$ cat src/rtl/mmio_arbiter.sv
// rtl/mmio_arbiter.sv - two-requester round-robin MMIO arbiter with CLINT/UART address decode
// Optional owner lock is compiled in with MMIO_ARB_LOCK_EN.
module mmio_arbiter #(
   parameter int              N_REQ          = 2,
   parameter int              XLEN           = 32,
   parameter logic [XLEN-1:0] CLINT_BASE     = 32'h0200_0000,
   parameter logic [XLEN-1:0] CLINT_MEM_SIZE = 32'h0001_0000,
   parameter logic [XLEN-1:0] UART_BASE      = 32'h1000_0000,
   parameter logic [XLEN-1:0] UART_MEM_SIZE  = 32'h0000_1000,
   localparam int             CW             = $clog2(CLINT_MEM_SIZE),
   localparam int             UW             = $clog2(UART_MEM_SIZE)
) (
   input  logic                       i_clk,
   input  logic                       i_rst,
   input  logic [N_REQ-1:0]           i_req,
   input  logic [N_REQ-1:0]           i_we,
   input  logic [N_REQ-1:0][XLEN-1:0] i_addr,
   input  logic [N_REQ-1:0][XLEN-1:0] i_wdata,
   input  logic [N_REQ-1:0]           i_lock,
   output logic [N_REQ-1:0]           o_gnt,
   output logic [N_REQ-1:0]           o_rvalid,
   output logic [XLEN-1:0]            o_rdata,
   output logic                       o_err,
   output logic                       o_clint_we,
   output logic [CW-1:0]              o_clint_addr,
   output logic [XLEN-1:0]            o_clint_wdata,
   input  logic [XLEN-1:0]            i_clint_rdata,
   output logic                       o_uart_re,
   output logic                       o_uart_we,
   output logic [UW-1:0]              o_uart_addr,
   output logic [XLEN-1:0]            o_uart_wdata,
   input  logic [XLEN-1:0]            i_uart_rdata
);

   typedef enum logic [1:0] {IDLE, ACCESS, WAIT, RESP} state_t;

   state_t            state_q, state_d;
   logic              id_q, id_d;
   logic              we_q, we_d;
   logic              clint_hit_q, clint_hit_d;
   logic              uart_hit_q, uart_hit_d;
   logic              last_q, last_d;
   logic [N_REQ-1:0]  gnt_q, gnt_d;
   logic [N_REQ-1:0]  rvalid_q, rvalid_d;
   logic [XLEN-1:0]   rdata_q, rdata_d;
   logic              err_q, err_d;
   logic              clint_we_q, clint_we_d;
   logic [CW-1:0]     clint_addr_q, clint_addr_d;
   logic [XLEN-1:0]   clint_wdata_q, clint_wdata_d;
   logic              uart_re_q, uart_re_d;
   logic              uart_we_q, uart_we_d;
   logic [UW-1:0]     uart_addr_q, uart_addr_d;
   logic [XLEN-1:0]   uart_wdata_q, uart_wdata_d;

   logic [N_REQ-1:0]  req_eff;
   logic              win;
   logic [XLEN-1:0]   win_addr;
   logic              sel_clint, sel_uart;

`ifdef MMIO_ARB_LOCK_EN
   logic              lock_q, lock_d;

   // While locked only the last-served requester is visible to the arbiter.
   assign req_eff = lock_q ? (i_req & {last_q, ~last_q}) : i_req;
`else
   logic              unused_lock;

   assign unused_lock = ^i_lock;
   assign req_eff     = i_req;
`endif

   always_comb begin
      win = 1'b0;
      if (req_eff == 2'b11) begin
         win = ~last_q;
      end else begin
         win = req_eff[1];
      end
   end

   assign win_addr  = i_addr[win];
   assign sel_clint = (win_addr >= CLINT_BASE) && (win_addr < CLINT_BASE + CLINT_MEM_SIZE);
   assign sel_uart  = (win_addr >= UART_BASE) && (win_addr < UART_BASE + UART_MEM_SIZE);

   always_comb begin
      state_d       = state_q;
      id_d          = id_q;
      we_d          = we_q;
      clint_hit_d   = clint_hit_q;
      uart_hit_d    = uart_hit_q;
      last_d        = last_q;
      gnt_d         = gnt_q;
      rdata_d       = rdata_q;
      clint_addr_d  = clint_addr_q;
      clint_wdata_d = clint_wdata_q;
      uart_addr_d   = uart_addr_q;
      uart_wdata_d  = uart_wdata_q;
      rvalid_d      = '0;
      err_d         = 1'b0;
      clint_we_d    = 1'b0;
      uart_re_d     = 1'b0;
      uart_we_d     = 1'b0;
`ifdef MMIO_ARB_LOCK_EN
      lock_d        = lock_q;
`endif
      unique case (state_q)
         IDLE: begin
            if (|req_eff) begin
               id_d        = win;
               we_d        = i_we[win];
               clint_hit_d = sel_clint;
               uart_hit_d  = sel_uart;
               gnt_d       = '0;
               gnt_d[win]  = 1'b1;
               // Strobes are registered here so they appear exactly in ACCESS.
               if (sel_clint) begin
                  clint_addr_d  = CW'(win_addr - CLINT_BASE);
                  clint_wdata_d = i_wdata[win];
                  clint_we_d    = i_we[win];
               end
               if (sel_uart) begin
                  uart_addr_d  = UW'(win_addr - UART_BASE);
                  uart_wdata_d = i_wdata[win];
                  uart_we_d    = i_we[win];
                  uart_re_d    = ~i_we[win];
               end
               state_d = ACCESS;
            end
         end
         ACCESS: begin
            state_d = WAIT;
         end
         WAIT: begin
            rdata_d = '0;
            if (!we_q && clint_hit_q) begin
               rdata_d = i_clint_rdata;
            end else if (!we_q && uart_hit_q) begin
               rdata_d = i_uart_rdata;
            end
            rvalid_d[id_q] = 1'b1;
            err_d          = ~(clint_hit_q | uart_hit_q);
            state_d        = RESP;
         end
         RESP: begin
            last_d  = id_q;
            gnt_d   = '0;
`ifdef MMIO_ARB_LOCK_EN
            lock_d  = i_lock[id_q];
`endif
            state_d = IDLE;
         end
         default: begin
            state_d = IDLE;
         end
      endcase
   end

   always_ff @(posedge i_clk) begin
      if (!i_rst) begin
         state_q       <= IDLE;
         id_q          <= 1'b0;
         we_q          <= 1'b0;
         clint_hit_q   <= 1'b0;
         uart_hit_q    <= 1'b0;
         last_q        <= 1'b1;
         gnt_q         <= '0;
         rvalid_q      <= '0;
         rdata_q       <= '0;
         err_q         <= 1'b0;
         clint_we_q    <= 1'b0;
         clint_addr_q  <= '0;
         clint_wdata_q <= '0;
         uart_re_q     <= 1'b0;
         uart_we_q     <= 1'b0;
         uart_addr_q   <= '0;
         uart_wdata_q  <= '0;
`ifdef MMIO_ARB_LOCK_EN
         lock_q        <= 1'b0;
`endif
      end else begin
         state_q       <= state_d;
         id_q          <= id_d;
         we_q          <= we_d;
         clint_hit_q   <= clint_hit_d;
         uart_hit_q    <= uart_hit_d;
         last_q        <= last_d;
         gnt_q         <= gnt_d;
         rvalid_q      <= rvalid_d;
         rdata_q       <= rdata_d;
         err_q         <= err_d;
         clint_we_q    <= clint_we_d;
         clint_addr_q  <= clint_addr_d;
         clint_wdata_q <= clint_wdata_d;
         uart_re_q     <= uart_re_d;
         uart_we_q     <= uart_we_d;
         uart_addr_q   <= uart_addr_d;
         uart_wdata_q  <= uart_wdata_d;
`ifdef MMIO_ARB_LOCK_EN
         lock_q        <= lock_d;
`endif
      end
   end

   assign o_gnt         = gnt_q;
   assign o_rvalid      = rvalid_q;
   assign o_rdata       = rdata_q;
   assign o_err         = err_q;
   assign o_clint_we    = clint_we_q;
   assign o_clint_addr  = clint_addr_q;
   assign o_clint_wdata = clint_wdata_q;
   assign o_uart_re     = uart_re_q;
   assign o_uart_we     = uart_we_q;
   assign o_uart_addr   = uart_addr_q;
   assign o_uart_wdata  = uart_wdata_q;

endmodule
$ cat config.mk
export PLATFORM = sky130hd
export DESIGN_NAME = mmio_arbiter
export DESIGN_NICKNAME = d
export VERILOG_FILES = /design/src/rtl/mmio_arbiter.sv
export SDC_FILE = /design/constraint.sdc
export NUM_CORES = 1
export LEC_CHECK = 0
export CORE_MARGIN = 2
export CORE_UTILIZATION = 30
export CTS_BUF_LIST = sky130_fd_sc_hd__clkbuf_4 sky130_fd_sc_hd__clkbuf_8
export CTS_CLUSTER_SIZE = 20
export DETAILED_ROUTE_END_ITERATION = 8
export GPL_ROUTABILITY_DRIVEN = 0
export PLACE_DENSITY = 0.65
export RECOVER_POWER = 25
export SLEW_MARGIN = 0
export SYNTH_ARGS = -nofsm -noshare
export SYNTH_HDL_FRONTEND = slang
export SYNTH_SLANG_ARGS = --single-unit
$ cat constraint.sdc
create_clock -name i_clk -period 5.5 [get_ports i_clk]
set_clock_uncertainty 0.15 [all_clocks]
set_input_delay 0.825 -clock i_clk [delete_from_list [all_inputs] [get_ports i_clk]]
set_output_delay 0.825 -clock i_clk [all_outputs]
set_load 0.01 [all_outputs]
==> impl_metrics.yaml, run 1 <==
global_route:
  grt-ovfl-total: 0
  grt_antenna_before_repair: 0
  grt_use_total_pct: 17.6
  grt_pass1_vias: 5627
  grt_max_degree: 110
  grt_pass1_wl_um: 30100
route:
  wire_per_inst_um: 15.9
  ant_nets: 0
  vias: 5715
  via_per_inst: 4.65
  wl_met3_um: 1920
  route.met2.wl_um: 9670
  drtPass1Iterations: 4
  drc: 0
  maxUsedRoutingLayer: "met4"
  wl_met1_um: 7710
  routed_wl_um: 19500
  drt_iter0_drc: 160
clocking:
  cts_max_level: 4
  cts_buffers: 17
  clock-sinks: 139
  post_cts_buffers: 0
  cts_resized: 0
  clk_pin_slew_ps: 80
  cts_hold_buf: 0
  cts_root_buffer: "clkbuf_8"
  tritoncts: "yes"
  clk_path_buf_depth: 2
  clock_latency_ps: 440
die:
  ios: 332
  die_area_um2: 21800
  core.rowCount: 52
  core_um2: 20200
  die_w_um: 148
  die_h_um: 148
  start_util_pct: 30.6
sta:
  fmax_mhz: 266
  period_needed_ps: 3760
  drv_slew: 76
  rsz0062_at_grt: "no"
  setup_viol: 0
  relSlewSlack_pct: -120
  worst_pin_slew_ps: 3310
  period_share_pct: 68.4
  tns_ps: 0
  hold_violations: 0
placed_design:
  dpl.hpwl_um: 14400
  dpl_cell_area_um2: 9670
  io_buffers: 329
cells_and_area:
  area_delta_synth_final_pct: 62.2
  diodes: 0
  drive_above_1_share_pct: 9.92
  finalInstanceArea_um2: 10100
  fin_nets: 1150
hold_path:
  min_path_type: "flip-flop to flip-flop"
setup_path:
  cpMaxStageDelayCell: "clkbuf_1"
  end_kind: "flip-flop"
  crit_path_max_incr_delay_ps: 2280
  cp.arrival_ps: 3980
  path_cells: "clkbuf_1 -> buf_12 -> nand2_1 -> mux2i_1"
  worst-path-max-fanout: 109
  crit_required_ps: 5720
  critPathLaunchType: "primary input"
  worstSetupPathType: "primary input to flip-flop"
logic_synthesis:
  syn_inst: 641
  synth_seq_cells: 139
  async_flop_share_pct: 0
  ys_seq_area_share_pct: 44.9
  yosys_warnings: 0
  ys_types: 36
  avgSynthCellArea_um2: 9.67
  ys.flop_type: "dfxtp_1"
  synth_edf_count: 0
  synth.cell_area_um2: 6200
  syn_nets: 845
pwr:
  clkPwrFrac_pct: 31.8
  p_comb_share_pct: 24.6
  leakage_nw: 4.27
  switchingPower_uw: 732
  swShare_pct: 28.0
  vdd_ir_drop_max_mv: 0.131
  powerDensity_nw_per_um2: 260
  p_seq_share_pct: 43.5
  internal-power_mw: 1.88
run_status:
  status: "finished, violations left"
  violations: "max-capacitance violations, max-slew violations"
run:
  cap_violations: 1
-- power by group through the flow --
stage               clock [mW]  sequential (mW)  combinational [mW]
finish                   0.830             1.14               0.643
global route             0.908             1.15               0.703
floorplan                    0             1.19               0.273
detailed placement           0             1.16               0.659
CTS                      0.866             1.14               0.661
global placement             0             1.16               0.660
-- kinds of logic (layout without fill, tap and decap cells) --
group	count (synthesis)	in the layout	share of synthesized area, %
simple gates	220	220	14.6
buf+inv	53	370	4.24
mux	142	142	23.9
compound gates	83	83	11.6
fa+ha+maj	4	4	0.808
flops	139	139	44.9
-- per-stage QoR --
| stage | instances | total power [mW] | hold slack (ps) | setup WS [ps] | util, % |
|---|---|---|---|---|---|
| after floorplan | 641 | 1.46 | 263 | 3190 | - |
| after global placement | 1197 | 1.82 | 290 | 1710 | 47.8 |
| after detailed placement | 1197 | 1.82 | 282 | 1660 | 47.8 |
| after CTS | 1228 | 2.67 | 297 | 2150 | 49.7 |
| after global routing | 1228 | 2.76 | 328 | 1350 | 49.7 |
| final | 1228 | 2.61 | 304 | 1740 | 49.7 |
-- layout by cell type, fill, tap and decap left out, drive strengths merged, types with 2 or more instances in the layout --
cell type,instances
nor2b,7
clkbuf,19
mux2,49
o32a,3
a21boi,4
clkinv,5
nor2,5
nand4,3
dlygate4sd3,28
nor4,8
o21ai,2
buf,7
o211a,34
bufinv,2
nand3,2
dfxtp,139
inv,6
mux2i,93
ha,4
clkdlybuf4s50,300
nand2b,3
clkinvlp,3
nand2,183
nor3,5
a22oi,33
-- state kept, by name (all words and copies together) (netlist names), 2 cells and up --
signal         count
o_clint_addr      16
o_clint_wdata     32
state_q            2
o_uart_addr       12
o_rdata           32
o_uart_wdata      32
o_gnt              2
o_rvalid           2
-- synthesized netlist by cell type, types with 2 or more instances --
cell	count	area, um^2
nor2b_1	7	43.8
mux2i_1	93	931
a22oi_1	33	248
nor3_1	5	25.0
o211a_1	34	340
clkbuf_1	29	109
nor2_1	5	18.8
nor4_1	8	50.1
nand4_1	3	18.8
ha_1	4	50.1
inv_1	3	11.3
nand3_1	2	10.0
nand2_1	183	687
a21boi_1	2	15.0
o21ai_0	2	10.0
buf_4	5	37.5
o32a_1	3	30.0
mux2_2	49	552
buf_6	5	56.3
buf_2	6	30.0
nand2b_1	3	18.8
buf_1	5	18.8
dfxtp_1	139	2780
-- routing by layer --
layer | GRT usage (%) | up-vias
met5 | 0 | -
li1 | - | 2847
met3 | 7.16 | 15
met1 | 19.4 | 2611
met2 | 31.4 | 242
met4 | 4.52 | 0
-- critical path, delay by kind of cell --
| family | cells | cell delay (ps) |
|---|---|---|
| multiplexers | 1 | 160 |
| AND/OR/NAND/NOR | 1 | 190 |
| buffers and inverters | 2 | 2710 |
-- worst paths after layout --
kind / from / to / slack (ps) / depth (start not counted)
max: i_rst / o_clint_wdata[25] / 1740 / 4
min: uart_hit_q / o_err / 300 / 1
max reg2reg: state_q[0] / o_uart_wdata[3] / 2700 / 7
min reg2reg: uart_hit_q / o_err / 300 / 1
-- final cells by class --
class | instances | area, um^2
fillers | 1929 | 10200
clock buffers | 18 | 248
multi-input cells | 449 | 3180
clock inverters | 13 | 141
well taps | 270 | 338
inverters | 3 | 11.3
flip-flops and latches | 139 | 2780
repair buffers | 336 | 3350
No activity file was read; power rests on OpenSTA's default activity.
==> run 2, diff against run 1 <==
clock period = 3.8 ns   (was 5.5 ns; I/O delays follow)
==> impl_metrics.yaml, run 2 (synthesis results as in run 1) <==
setup_path:
  worstSetupPathType: "primary input to flip-flop"
  critPathLaunchType: "primary input"
  crit_family: "compound AO/OA/AOI/OAI gates"
  crit_path_max_incr_delay_ps: 570
  worst-path-max-fanout: 24
  crit_required_ps: 3960
  path_buf_inv: 2
  cpMaxStageDelayCell: "clkdlybuf4s50_1"
  end_kind: "flip-flop"
  cp.arrival_ps: 2870
  path_cells: "clkdlybuf4s50_1 -> a21boi_0 -> nand2_1 -> o32a_2 -> buf_4 -> mux2i_1"
sta:
  drv_slew: 56
  period_needed_ps: 2710
  relSlewSlack_pct: -17.4
  hold_violations: 0
  fmax_mhz: 369
  tns_ps: 0
  setup_viol: 0
  worst_pin_slew_ps: 1760
  rsz0062_at_grt: "no"
  period_share_pct: 71.3
cells_and_area:
  final_cell_mix: "297 x clkdlybuf4s50_1, 183 x nand2_1, 139 x dfxtp_1"
  fin_util_pct: 50.1
  final_common_cell: "clkdlybuf4s50_1"
  fin_nets: 1155
  area_delta_synth_final_pct: 63.5
  drive_above_1_share_pct: 10.3
global_route:
  grt_antenna_before_repair: 1
  grt_pass1_vias: 5696
  grt_use_total_pct: 17.6
  grt_pass1_wl_um: 30100
  grt-ovfl-total: 0
  grt_max_degree: 84
hold_path:
  min_path_type: "flip-flop to flip-flop"
route:
  drc: 0
  vias: 5741
  drt_iter0_drc: 167
  wire_per_inst_um: 15.6
  via_per_inst: 4.65
  drtPass1Iterations: 4
  routed_wl_um: 19300
  ant_nets: 0
clocking:
  tritoncts: "yes"
  cts_root_buffer: "clkbuf_8"
  cts_max_level: 4
  post_cts_buffers: 0
  cts_buffers: 17
  cts_hold_buf: 0
  clk_path_buf_depth: 2
  clock_latency_ps: 440
  clock-sinks: 139
  clk_pin_slew_ps: 90
  cts_resized: 0
placed_design:
  io_buffers: 329
  dpl.hpwl_um: 14600
die:
  die_area_um2: 21800
  ios: 332
  die_w_um: 148
  die_h_um: 148
  core_um2: 20200
  core.rowCount: 52
  start_util_pct: 30.6
pwr:
  leakage_nw: 4.32
  powerDensity_nw_per_um2: 380
  vdd_ir_drop_max_mv: 0.199
run_status:
  status: "finished, violations left"
  violations: "max-capacitance violations, max-slew violations"
run:
  cap_violations: 1
-- run 2: stage by stage --
| stage | setup WS [ps] | cell area (um^2) | total power, mW | instances | hold slack, ps |
|---|---|---|---|---|---|
| finish | 1090 | 10100 | 3.85 | 1235 | 285 |
| global route | 915 | 10100 | 4.07 | 1235 | 323 |
| CTS | 1250 | 10100 | 3.93 | 1234 | 282 |
| detailed placement | 761 | 9720 | 2.65 | 1202 | 274 |
| global placement | 782 | 9720 | 2.64 | 1202 | 284 |
| floorplan | 1740 | 6200 | 2.12 | 641 | 263 |
-- run 2: metal layers --
layer  vias to the layer above  part of all wire, %  global-route usage [%]  routed length (um)
met5                         -                    0                       0                   0
met4                         0                  2.6                    7.07                 503
met3                        30                   10                    6.76                1990
met2                       254                   48                    30.0                9290
met1                      2592                   39                    19.9                7550
li1                       2865                    -                       -                   -
-- run 2: final cells by class --
cell class | instances | area (um^2)
fill | 1892 | 10100
timing repair buffer | 341 | 3400
multi-input combinational | 449 | 3180
sequential | 139 | 2780
tap | 270 | 338
clock buffer | 19 | 262
clock inverter | 13 | 158
inverter | 3 | 11.3
antenna | 1 | 2.50
-- run 2: final timing paths --
check / startpoint / endpoint / slack (ps) / cells past startpoint
worst max-delay path: i_req[1] / o_uart_wdata[9] / 1090 / 6
worst min-delay path: uart_hit_q / o_err / 290 / 1
worst max register to register: state_q[0] / o_rdata[1] / 1200 / 5
worst min register to register: uart_hit_q / o_err / 290 / 1
-- run 2: power breakdown --
group          total, mW  switching, mW  internal [mW]
logic              0.942          0.392          0.550
registers           1.65         0.0662           1.58
clock network       1.27          0.630          0.637
total               3.85           1.09           2.77
